==> src/rtl/cordic_pkg.sv <==
// Shared definitions for the CORDIC phase NCO: angle constants in
// degrees*2^16, the controller state type and a modulo-360 angle adder.
package cordic_pkg;

   localparam int ANGLE_WIDTH = 25;

   localparam logic [ANGLE_WIDTH-1:0] DEG45  = 25'd2949120;
   localparam logic [ANGLE_WIDTH-1:0] DEG90  = 25'd5898240;
   localparam logic [ANGLE_WIDTH-1:0] DEG135 = 25'd8847360;
   localparam logic [ANGLE_WIDTH-1:0] DEG180 = 25'd11796480;
   localparam logic [ANGLE_WIDTH-1:0] DEG225 = 25'd14745600;
   localparam logic [ANGLE_WIDTH-1:0] DEG270 = 25'd17694720;
   localparam logic [ANGLE_WIDTH-1:0] DEG315 = 25'd20643840;
   localparam logic [ANGLE_WIDTH-1:0] DEG360 = 25'd23592960;

   typedef enum logic [1:0] {
      ST_IDLE = 2'd0,
      ST_RUN  = 2'd1,
      ST_HOLD = 2'd2,
      ST_DONE = 2'd3
   } nco_state_t;

   // Both operands are below 360 degrees, so one conditional subtract
   // brings the sum back into [0, 360).
   function automatic logic [ANGLE_WIDTH-1:0] wrap_add(input logic [ANGLE_WIDTH-1:0] a,
                                                       input logic [ANGLE_WIDTH-1:0] b);
      logic [ANGLE_WIDTH:0] sum;
      logic [ANGLE_WIDTH:0] res;
      sum = {1'b0, a} + {1'b0, b};
      if (sum >= {1'b0, DEG360}) begin
         res = sum - {1'b0, DEG360};
      end else begin
         res = sum;
      end
      return res[ANGLE_WIDTH-1:0];
   endfunction

endpackage

==> src/rtl/cordic_quadrant_map.sv <==
// Combinational angle -> {quadrant, residual} map. The residual is the
// distance to the nearest axis, always in [-45, +45) degrees, so the
// downstream CORDIC only has to rotate through a small angle.
module cordic_quadrant_map
   import cordic_pkg::*;
(
   input  logic [ANGLE_WIDTH-1:0] angle,
   output logic [1:0]             quad,
   output logic [29:0]            resid
);

   logic [29:0] a_ext;

   assign a_ext = {5'd0, angle};

   // Pick the nearest axis and subtract it from the angle.
   always_comb begin
      quad  = 2'd0;
      resid = a_ext;
      if (angle < DEG45) begin
         quad  = 2'd0;
         resid = a_ext;
      end else if (angle < DEG135) begin
         quad  = 2'd1;
         resid = a_ext - {5'd0, DEG90};
      end else if (angle < DEG225) begin
         quad  = 2'd2;
         resid = a_ext - {5'd0, DEG180};
      end else if (angle < DEG315) begin
         quad  = 2'd3;
         resid = a_ext - {5'd0, DEG270};
      end else begin
         quad  = 2'd0;
         resid = a_ext - {5'd0, DEG360};
      end
   end

endmodule

==> src/rtl/cordic_phase_nco.sv <==
// Phase NCO feeding a CORDIC_COS_SIN stage. Issues one angle per cycle
// (stallable by hold, abortable by stop), maps it to quadrant+residual and
// presents it one cycle later with the start vector {amp, 0}.
// Optional build macro CORDIC_NCO_CHIRP_EN adds a step_inc input that ramps
// the per-sample step after every issue (linear chirp).
module cordic_phase_nco
   import cordic_pkg::*;
#(
   parameter int DATA_WIDTH  = 16,
   parameter int PHASE_WIDTH = 32,
   parameter int CNT_WIDTH   = 16
) (
   input  logic                   clk,
   input  logic                   rst,
   input  logic                   start,
   input  logic                   stop,
   input  logic                   hold,
   input  logic [ANGLE_WIDTH-1:0] init_phase,
   input  logic [ANGLE_WIDTH-1:0] step,
`ifdef CORDIC_NCO_CHIRP_EN
   input  logic [ANGLE_WIDTH-1:0] step_inc,
`endif
   input  logic [CNT_WIDTH-1:0]   count,
   input  logic [DATA_WIDTH-1:0]  amp,
   output logic                   en,
   output logic [DATA_WIDTH-1:0]  x0,
   output logic [DATA_WIDTH-1:0]  y0,
   output logic [PHASE_WIDTH-1:0] phase,
   output logic                   busy,
   output logic                   done
);

   nco_state_t             state_r, state_nx;
   logic [ANGLE_WIDTH-1:0] acc_r, step_r, angle_r;
   logic [CNT_WIDTH-1:0]   count_r, cnt_r;
   logic [DATA_WIDTH-1:0]  amp_r;
   logic                   vld_r;
   logic                   active_s, issue_s, last_s, kill_s;
   logic [1:0]             quad_s;
   logic [29:0]            resid_s;
`ifdef CORDIC_NCO_CHIRP_EN
   logic [ANGLE_WIDTH-1:0] step_inc_r;
`endif

   // Hold is acted on in the cycle it is seen, so an N-cycle hold removes
   // exactly N issue slots; stop overrides both hold and issue.
   assign active_s = (state_r == ST_RUN) || (state_r == ST_HOLD);
   assign kill_s   = active_s && stop;
   assign issue_s  = active_s && !stop && !hold;
   assign last_s   = (count_r != {CNT_WIDTH{1'b0}}) && (cnt_r == count_r - CNT_WIDTH'(1));

   // Next-state logic for the burst controller.
   always_comb begin
      state_nx = state_r;
      case (state_r)
         ST_IDLE: begin
            if (start) begin
               state_nx = ST_RUN;
            end else begin
               state_nx = ST_IDLE;
            end
         end
         ST_RUN, ST_HOLD: begin
            if (stop) begin
               state_nx = ST_IDLE;
            end else if (issue_s && last_s) begin
               state_nx = ST_DONE;
            end else if (hold) begin
               state_nx = ST_HOLD;
            end else begin
               state_nx = ST_RUN;
            end
         end
         ST_DONE: state_nx = ST_IDLE;
         default: state_nx = ST_IDLE;
      endcase
   end

   // State register.
   always_ff @(posedge clk or negedge rst) begin
      if (!rst) begin
         state_r <= ST_IDLE;
      end else begin
         state_r <= state_nx;
      end
   end

   // Burst parameter latch, phase accumulator, sample counter and issue stage.
   always_ff @(posedge clk or negedge rst) begin
      if (!rst) begin
         acc_r   <= {ANGLE_WIDTH{1'b0}};
         step_r  <= {ANGLE_WIDTH{1'b0}};
         count_r <= {CNT_WIDTH{1'b0}};
         cnt_r   <= {CNT_WIDTH{1'b0}};
         amp_r   <= {DATA_WIDTH{1'b0}};
         angle_r <= {ANGLE_WIDTH{1'b0}};
         vld_r   <= 1'b0;
`ifdef CORDIC_NCO_CHIRP_EN
         step_inc_r <= {ANGLE_WIDTH{1'b0}};
`endif
      end else begin
         if ((state_r == ST_IDLE) && start) begin
            acc_r   <= init_phase;
            step_r  <= step;
            count_r <= count;
            amp_r   <= amp;
            cnt_r   <= {CNT_WIDTH{1'b0}};
`ifdef CORDIC_NCO_CHIRP_EN
            step_inc_r <= step_inc;
`endif
         end else if (issue_s) begin
            acc_r <= wrap_add(acc_r, step_r);
            cnt_r <= cnt_r + CNT_WIDTH'(1);
`ifdef CORDIC_NCO_CHIRP_EN
            step_r <= wrap_add(step_r, step_inc_r);
`endif
         end
         angle_r <= issue_s ? acc_r : {ANGLE_WIDTH{1'b0}};
         vld_r   <= issue_s;
      end
   end

   cordic_quadrant_map u_map (
      .angle (angle_r),
      .quad  (quad_s),
      .resid (resid_s)
   );

   // Registered outputs; a sample still in flight when stop lands is dropped.
   always_ff @(posedge clk or negedge rst) begin
      if (!rst) begin
         en    <= 1'b0;
         x0    <= {DATA_WIDTH{1'b0}};
         y0    <= {DATA_WIDTH{1'b0}};
         phase <= {PHASE_WIDTH{1'b0}};
         busy  <= 1'b0;
         done  <= 1'b0;
      end else begin
         if (vld_r && !kill_s) begin
            en    <= 1'b1;
            x0    <= amp_r;
            y0    <= {DATA_WIDTH{1'b0}};
            phase <= PHASE_WIDTH'({quad_s, resid_s});
         end else begin
            en    <= 1'b0;
            x0    <= {DATA_WIDTH{1'b0}};
            y0    <= {DATA_WIDTH{1'b0}};
            phase <= {PHASE_WIDTH{1'b0}};
         end
         busy <= (state_nx == ST_RUN) || (state_nx == ST_HOLD);
         done <= (state_r == ST_DONE);
      end
   end

endmodule

==> config.mk <==
export PLATFORM = sky130hd
export DESIGN_NAME = cordic_phase_nco
export DESIGN_NICKNAME = d
export VERILOG_FILES = /design/src/rtl/cordic_pkg.sv /design/src/rtl/cordic_quadrant_map.sv /design/src/rtl/cordic_phase_nco.sv
export SDC_FILE = /design/constraint.sdc
export NUM_CORES = 1
export LEC_CHECK = 0
export BUFFER_PORTS_ARGS = -buffer_cell sky130_fd_sc_hd__clkbuf_2
export CAP_MARGIN = 20
export CORE_ASPECT_RATIO = 2
export CORE_MARGIN = 8
export CORE_UTILIZATION = 49
export CTS_CLUSTER_DIAMETER = 50
export CTS_CLUSTER_SIZE = 25
export DETAILED_ROUTE_END_ITERATION = 6
export PLACE_DENSITY_LB_ADDON = 0.1
export SLEW_MARGIN = 25
export SYNTH_ARGS = -nofsm -noshare
export SYNTH_HDL_FRONTEND = slang
export SYNTH_SLANG_ARGS = --single-unit
==> constraint.sdc <==
create_clock -name clk -period 3.3 [get_ports clk]
set_input_delay 0.165 -clock clk [delete_from_list [all_inputs] [get_ports clk]]
set_output_delay 0.165 -clock clk [all_outputs]
set_load 0.01 [all_outputs]
==> results.json <==
{
  "status": "finished, final reports clean",
  "ant_nets": 0,
  "post_cts_clock_slew_at_the_launch_and_capture_registers_of_the_worst_setup_and_hold_paths_ps": 70,
  "setup.worst_path.end_class": "register",
  "cts_buffer_depth": 2,
  "synth_largest_area_cell": "sky130_fd_sc_hd__dfrtp_1",
  "p_per_area_nw_per_um2": 602,
  "yosys.area.top_type_share_pct": 45.5,
  "p_total_mw": 7.18,
  "pwr-share-seq_pct": 35.8,
  "unique_masters_post_synth": 86,
  "hold_path_class": "in -> reg",
  "placed_area_um2": 10400,
  "final_nets": 1401,
  "finalClockSkew_ps": 7.18,
  "max_slew_margin_pct": 50.8,
  "cts_buffers": 17,
  "finalHoldWorstSlack_ps": 28.2,
  "netSwitchingFraction_pct": 36.2,
  "path_buf_inv": 1,
  "register_bit_count_reported_by_yosys": 173,
  "grt_max_degree": 81,
  "cts.root.buffer_cell": "sky130_fd_sc_hd__clkbuf_16",
  "grt_antenna_before_repair": 0,
  "drt_pre_antenna_iters": 4,
  "pre_cts_slack_ps": -4.12,
  "max_slew_violation_total_from_the_final_report": 0,
  "count_of_clock_tree_sinks": 173,
  "period_needed_ps": 3150,
  "cell_internal_pwr_mw": 4.59,
  "layout.cell_area.non_filler_um2": 11900,
  "drt_wl_total_um": 25700,
  "synth_sequential_area_ratio_pct": 45.5,
  "start_util_pct": 49.6,
  "synth_async_sr_flop_share_pct": 100,
  "data_arrival_time_of_the_worst_path_ps": 3520,
  "clock_tree_from_tritoncts": "yes",
  "die_area_um2": 24400,
  "crit_path_cell_trace": "ha_2, a211oi_1, o211ai_1, a22oi_2, o21ai_4, buf_4, nor4b_2, nor3_2, or3_4, a41oi_4, mux2_1, o21ai_1",
  "synth_flop_cell": "sky130_fd_sc_hd__dfrtp_1",
  "sequential_cell_area_um2": 4330,
  "io_buffer_count": 137,
  "worst_pin_slew_ps": 719,
  "number_of_vias_per_cell_after_detailed_routing": 5.28,
  "setup-violations-final": 0,
  "power_switching_mw": 2.60,
  "post_synth_main_area_contributors": "sky130_fd_sc_hd__dfrtp_1 46%, sky130_fd_sc_hd__nand2_1 9.0%, sky130_fd_sc_hd__ha_1 5.7%",
  "period_share_pct": 95.4,
  "wire_length_of_the_first_global_routing_pass_um": 42100,
  "max_cap_viol_count": 0,
  "critPathKind": "reg -> reg",
  "layout-drive-gt1-share_pct": 19.5,
  "overflow": 0,
  "core-area_um2": 19200,
  "r2r_startpoint": "acc_r[17]",
  "critical-path-max-stage-delay_ps": 400,
  "area.growth.synth_to_final_pct": 25.4,
  "htree_levels": 4,
  "detailroute.via_count": 8135,
  "critical_path_peak_fanout": 6,
  "layout_setup_ws_ps": 152,
  "first_global_vias": 8496,
  "hold_viol": 0,
  "leakage_dissipation_nw": 5.98,
  "post_synth_most_frequent_cells": "228 x sky130_fd_sc_hd__nand2_1, 173 x sky130_fd_sc_hd__dfrtp_1, 82 x sky130_fd_sc_hd__nor2_1, 70 x sky130_fd_sc_hd__a21oi_1, 53 x sky130_fd_sc_hd__o21ai_0",
  "cpMaxStageDelayCell": "sky130_fd_sc_hd__dfrtp_1",
  "gr_util_all_layers_pct": 22.2,
  "multiInputGateArea_um2": 4840,
  "power.ir.vdd_worst_mv": 0.496,
  "drc": 0,
  "path_delay_family": "compound AO/OA/AOI/OAI gates",
  "pwr-share-clk_pct": 27.0,
  "netlist_area_um2": 9510,
  "drt_iter0_drc": 368,
  "ioPinCount": 154,
  "die_y_um": 213,
  "start_kind": "register",
  "post_synthesis_cell_count": 1058,
  "die_w_um": 115,
  "clock.fmax_mhz": 318,
  "synth_area_per_cell_um2": 8.99,
  "num_antenna_cells": 0,
  "placement_row_count": 72,
  "gpl.final_weighted_congestion": 0.884,
  "post-dp-hpwl_um": 18500,
  "required_worst_endpoint_ps": 3670,
  "comb_power_share_pct": 37.2,
  "synth_enable_flop_cells": 0,
  "crit_start": "acc_r[17]",
  "wl_per_cell_um": 16.6,
  "grt_setup_unrepaired": "no",
  "yosysWarningCount": 0,
  "most_numerous_cell_in_the_yosys_netlist": "sky130_fd_sc_hd__nand2_1",
  "hold_start": "start",
  "clk_latency_ps": 440,
  "fillCellCount": 1693
}
-- cell families (layout without fill, tap and decap cells) --
logic type	after synthesis	count (layout)	share of synthesized area, %
simple gates	472	472	23.3
compound gates	209	209	14.4
flops	173	173	45.5
buf+inv	98	308	5.06
xor+xnor	55	55	5.14
fa+ha+maj	44	44	5.87
mux	6	6	0.658
other cells	1	16	0.0394
-- layer usage --
layer	wire length [um]	global-route usage, %	vias up
met5	0	0	-
met4	842	10.2	0
met3	946	4.53	53
met2	14400	42.3	174
met1	9450	22.0	3935
li1	-	-	3973
-- final cells by class --
type | count | area share (%)
Inverter | 26 | 0.818
Clock inverter | 14 | 1.11
Multi-Input combinational cell | 802 | 40.6
Timing Repair Buffer | 250 | 14.9
Tap cell | 259 | 2.72
Sequential cell | 173 | 36.3
Clock buffer | 18 | 3.60
-- sequential cells by signal, indices dropped and copies added (netlist names) --
register / flops
done: 1
x0: 16
phase: 28
state_r: 2
vld_r: 1
cnt_r: 16
angle_r: 25
count_r: 16
step_r: 25
en: 1
amp_r: 16
acc_r: 25
busy: 1
-- final timing paths --
kind                                to  slack, ps  cells past startpoint
max reg2reg                  acc_r[20]        150                     12
max in group asynchronous  count_r[11]       2160                      3
max                          acc_r[20]        150                     12
min reg2reg                   amp_r[6]        470                      2
min in group asynchronous        x0[9]        330                      2
min                         state_r[0]         30                      3
-- cell usage in the layout, fill, tap and decap left out, types with 5 or more instances in the layout --
cell / n
sky130_fd_sc_hd__dlygate4sd3_1: 81
sky130_fd_sc_hd__a21oi_1: 67
sky130_fd_sc_hd__xor2_1: 27
sky130_fd_sc_hd__clkbuf_16: 17
sky130_fd_sc_hd__and2_1: 26
sky130_fd_sc_hd__nand2b_1: 6
sky130_fd_sc_hd__nor3_1: 14
sky130_fd_sc_hd__xnor2_1: 27
sky130_fd_sc_hd__inv_1: 26
sky130_fd_sc_hd__clkbuf_2: 136
sky130_fd_sc_hd__buf_4: 29
sky130_fd_sc_hd__a21o_1: 9
sky130_fd_sc_hd__conb_1: 16
sky130_fd_sc_hd__nor2b_1: 7
sky130_fd_sc_hd__o21ai_0: 52
sky130_fd_sc_hd__nor2_1: 81
sky130_fd_sc_hd__nand2_1: 227
sky130_fd_sc_hd__ha_1: 39
sky130_fd_sc_hd__a31oi_1: 9
sky130_fd_sc_hd__o211ai_1: 6
sky130_fd_sc_hd__nand3_1: 19
sky130_fd_sc_hd__inv_6: 5
sky130_fd_sc_hd__nand4_1: 5
sky130_fd_sc_hd__o21ai_1: 7
sky130_fd_sc_hd__and3_1: 43
sky130_fd_sc_hd__or3_1: 10
sky130_fd_sc_hd__a211oi_1: 9
sky130_fd_sc_hd__dfrtp_1: 173
-- timing repair --
item,4_1_cts,5_1_grt
buffers inserted,0,3
endpoints found under the hold margin,157,0
endpoints found under the setup margin,4,7
hold buffers,81,0
pin swaps,0,8
resized for setup,1,18
-- power groups by stage --
stage	logic [mW]	clock network (mW)	registers, mW
finish	2.67	1.94	2.57
global route	2.96	2.07	2.60
CTS	2.58	1.99	2.57
detailed placement	2.48	0	2.61
global placement	2.46	0	2.60
floorplan	1.87	0	2.54
-- per-stage QoR --
stage          TNS (ps)  instances  utilization [%]
3_5_place_dp      -4.12       1426             54.4
3_3_place_gp          0       1426             54.4
6_report              0       1542             62.2
2_1_floorplan         0       1073                -
4_1_cts               0       1539             61.6
5_1_grt               0       1542             62.2
-- worst min-delay path, stage by stage --
cell and delay (ps):
sky130_fd_sc_hd__clkbuf_2 130, sky130_fd_sc_hd__nand2_1 70, sky130_fd_sc_hd__o21ai_0 70
Note: power is estimated with default switching activity, not from simulation.
